### config.mk
export PLATFORM = sky130hd
export DESIGN_NAME = mul_add2_result_reader
export DESIGN_NICKNAME = d
export VERILOG_FILES = /design/src/rtl/mul_add2_result_reader.sv
export SDC_FILE = /design/constraint.sdc
export NUM_CORES = 1
export LEC_CHECK = 0
export CORE_AREA = 2 2 146 206
export DETAILED_ROUTE_END_ITERATION = 8
export DIE_AREA = 0 0 148 208
export PLACE_DENSITY = 0.79
export SLEW_MARGIN = 20
export SYNTH_ARGS = -nofsm -noshare
export SYNTH_HDL_FRONTEND = slang
export SYNTH_SLANG_ARGS = --single-unit
### constraint.sdc
create_clock -name clk -period 2.1 [get_ports clk]
set_clock_uncertainty 0.1 [all_clocks]
set_input_delay 0.42 -clock clk [delete_from_list [all_inputs] [get_ports clk]]
set_output_delay 0.42 -clock clk [all_outputs]
set_load 0.005 [all_outputs]
### src/rtl/mul_add2_result_reader.sv
// Snapshots the mul_add2 result vector on start and streams it out one element per transfer.
// Latency: first element valid the cycle after start is sampled; done pulses the cycle after the last transfer.
// Backpressure: out_valid/out_data/out_index/out_last hold unchanged while out_ready is low.
module mul_add2_result_reader #(
    parameter int number_of_equations_per_cluster = 9,
    parameter int element_width                   = 32,
    parameter int index_width                     = 4
) (
    input  logic                                                 clk,
    input  logic                                                 rst,
    input  logic                                                 start,
    input  logic [element_width*number_of_equations_per_cluster-1:0] memory_input,
    output logic                                                 out_valid,
    input  logic                                                 out_ready,
    output logic [element_width-1:0]                             out_data,
    output logic [index_width-1:0]                               out_index,
    output logic                                                 out_last,
    output logic                                                 busy,
    output logic                                                 done
);

    localparam int VEC_W = element_width * number_of_equations_per_cluster;
    localparam logic [index_width-1:0] LAST_IDX = index_width'(number_of_equations_per_cluster - 1);

    localparam logic [1:0] IDLE   = 2'd0;
    localparam logic [1:0] STREAM = 2'd1;
    localparam logic [1:0] DONE   = 2'd2;

    logic [1:0]             state;
    logic [VEC_W-1:0]       shadow;
    logic [index_width-1:0] index;
    logic                   xfer;

    assign xfer = out_valid && out_ready;

    always_ff @(posedge clk) begin
        if (rst) begin
            state  <= IDLE;
            shadow <= '0;
            index  <= '0;
        end else begin
            case (state)
                IDLE: begin
                    if (start) begin
                        shadow <= memory_input;
                        index  <= '0;
                        state  <= STREAM;
                    end
                end
                STREAM: begin
                    // The transfer of the last element leaves STREAM, so index never wraps.
                    if (xfer) begin
                        if (index == LAST_IDX) begin
                            state <= DONE;
                        end else begin
                            index <= index + index_width'(1);
                        end
                    end
                end
                DONE: begin
                    index <= '0;
                    state <= IDLE;
                end
                default: begin
                    index <= '0;
                    state <= IDLE;
                end
            endcase
        end
    end

    // Outputs decode straight from registered state, so they are stable under backpressure.
    always_comb begin
        out_valid = (state == STREAM);
        out_data  = '0;
        out_index = '0;
        out_last  = 1'b0;
        if (out_valid) begin
            out_data  = shadow[int'(index)*element_width +: element_width];
            out_index = index;
            out_last  = (index == LAST_IDX);
        end
        busy = (state != IDLE);
        done = (state == DONE);
    end

endmodule

==> impl_results.md <==
* Die W at 148 um
* Cts hold-fix bufs at 0
* Setup ws final at -0.658 ns
* Layout cells sized above 1 at 0.181
* Fin area at 18500 um^2
* Peak supply drop at 0.594 mV
* Slowest-stage cell, CP: mux4_2
* Leakage at 6.87 nW
* Per-cell routed wire length at 18.8 um
* DRC at 0
* Total Wirelength at 43300 um
* Sequential fraction of the synthesis area at 0.468
* Synthesized Nets at 1849
* Worst slew pin tran at 0.449 ns
* CTS root buf: clkbuf_16
* Die Ht at 208 um
* Clock Latency Late Sink at 0.54 ns
* Count of unique library cells instantiated by Yosys at 35
* Cell count after synthesis at 1555
* RePlAce Congestion at 0.911
* DRT antenna net count at 0
* Yosys warning total at 0
* CTS Buf Count at 29
* CP Data Required Time at 1.58 ns
* Max frequency at 363 MHz
* IO Pins at 332
* Initial cell density of the core at 0.435
* Crit share post-route at 1.31
* Row count at 74
* WHS at 0.170 ns
* Failing checks: setup timing
* Tot GR Track Use at 0.263
* Slowest stage delay, CP at 0.53 ns
* CP cell instances: buf_4, buf_12, buf_8, mux4_2, o21ai_2, a21oi_2, buf_2
* Final #Nets at 2190
* Bufs on Longest Clock Path at 3
* First-pass GRT wire length at 64700 um
* Tmin final at 2.76 ns
* TritonCTS clock tree: built
* Post-layout util at 0.641
* Rel. slew slack at 0.701
* Most frequent cells in the layout: 596 x nand2_1, 297 x a21oi_1, 290 x clkdlybuf4s50_1, 289 x dfxtp_1, 54 x mux2i_1
* Drt pass-1 iters at 5
* Vias at 12500
* DP Wirelength at 29600 um
* Power per Cell Area at 732 nW/um^2
* Initial antenna violation count at 10
* Vias per inst at 5.44
* Commonest non-fill, non-tap cell in the layout: nand2_1
* Total of max-cap violations at 0
* Hold Fails Final Rpt at 0
* FF+latch count, synth at 294
* Worst R2R Setup Slack at 0.07 ns
* CP top delay family: multiplexers
* Buffers and inverters on the worst path at 4
* Dpl cell area at 16500 um^2
* Crit-path max FO at 5
* Kind of critical path: flop to output port
* Final setup fails at 35
* Critical Path AT at 2.24 ns
* Vias in the first global route at 12200
* DP Worst Slack at -0.508 ns
* Hold Path Class: primary input to flop
* Unrepaired setup endpoints after global routing: yes
* Max Slew Vio Count at 0
* Power Total at 13.6 mW
* Synthesized area at 12600 um^2
* Core ar. at 28900 um^2
* Area Growth Syn to Fin at 47.2%
* Largest net degree at the start of global routing at 106
* CP Launch Type: flop
* Htree depth at 1
* Input/output buffers at 331
* Outcome: complete, but fails checks
* Total gr overflow at 0
* Worst setup EP type: output port
* Syn_area_per_cell at 8.09 um^2
* CTS Sinks at 294
* Clock-pin slew on the worst setup and hold paths at 0.07 ns
* Filler Cells Inserted at 2349
* 1st-iter DRT viols at 1107
* Full die area at 30800 um^2
synthesized netlist by cell type (all sizes together):
cell	number	share of area
o22ai	1	0.00050
o21ai	34	0.014
and2	3	0.0015
nor2	6	0.0024
or2	1	0.00050
nand2b	1	0.00050
mux2i	64	0.051
nor4b	1	0.0012
a221oi	32	0.022
dfxtp	294	0.47
xor2	1	0.00070
mux2	1	0.00090
nand3b	1	0.00060
nor3	1	0.00040
o221a	1	0.00090
nand2	613	0.18
nor2b	1	0.00050
or3	2	0.00099
mux4	32	0.058
a21oi	323	0.13
o221ai	1	0.00070
buf	75	0.041
and2b	1	0.00060
ha	2	0.0020
clkbuf	57	0.017
inv	4	0.0012
nand4	2	0.00099
worst reg2reg max path: cells and delay by family (launching register included):
kind	cells	cell delay, ns
AOI/OAI and AO/OA	2	0.24
DFF	1	0.40
and+or+nand+nor	2	0.50
adders and majority gates	1	0.14
buffers and inverters	5	0.59
what timing repair did:
item | CTS | global route
setup buffers | 37 | 8
pin swaps | 70 | 33
cloned | 6 | 1
setup endpoints to repair | 40 | 40
resized for setup | 263 | 71
cells by family after synthesis:
logic type	after synthesis	synth area share
compound gates	392	0.166
xor+xnor	1	0.000697
fa+ha+maj	2	0.00199
buf+inv	136	0.0596
flops	294	0.468
mux	97	0.110
simple gates	633	0.193
final timing paths:
check / from / cells after the start / to
worst max-delay path: index[0] / 7 / out_data[19]
worst min-delay path: rst / 2 / shadow[280]
worst max register to register: index[0] / 10 / index[3]
worst min register to register: shadow[107] / 2 / shadow[107]
registers in the layout, summed over array words and instances (netlist names):
register,flops
state,2
shadow,288
index,4
report_power, final:
group / switching [mW] / internal, mW / total, mW
combinational: 0.930 / 1.06 / 1.99
sequential: 0.197 / 5.89 / 6.09
clock: 2.20 / 3.28 / 5.48
stage by stage:
stage | std cells | setup TNS, ns
final | 2304 | -19.15
after global placement | 2202 | -14.83
after global routing | 2304 | -21.74
after floorplan | 1555 | 0
after detailed placement | 2202 | -20.22
after CTS | 2289 | -19.41
layout make-up:
class,count,area (um^2),share of cell area
clock inverter,11,158,0.00852
timing repair buffer,442,4550,0.246
clock buffer,38,841,0.0454
inverter,4,25.0,0.00135
multi-input combinational,1125,6550,0.354
sequential,294,5900,0.319
tap,380,475,0.0257
antenna,10,25.0,0.00135
per-layer routing:
layer  GRT usage  wire length, um
met3      0.0344             2910
met5           0                0
met1       0.331            16900
met2       0.435            20900
met4       0.148             2580
No activity file was read; power rests on OpenSTA's default activity.
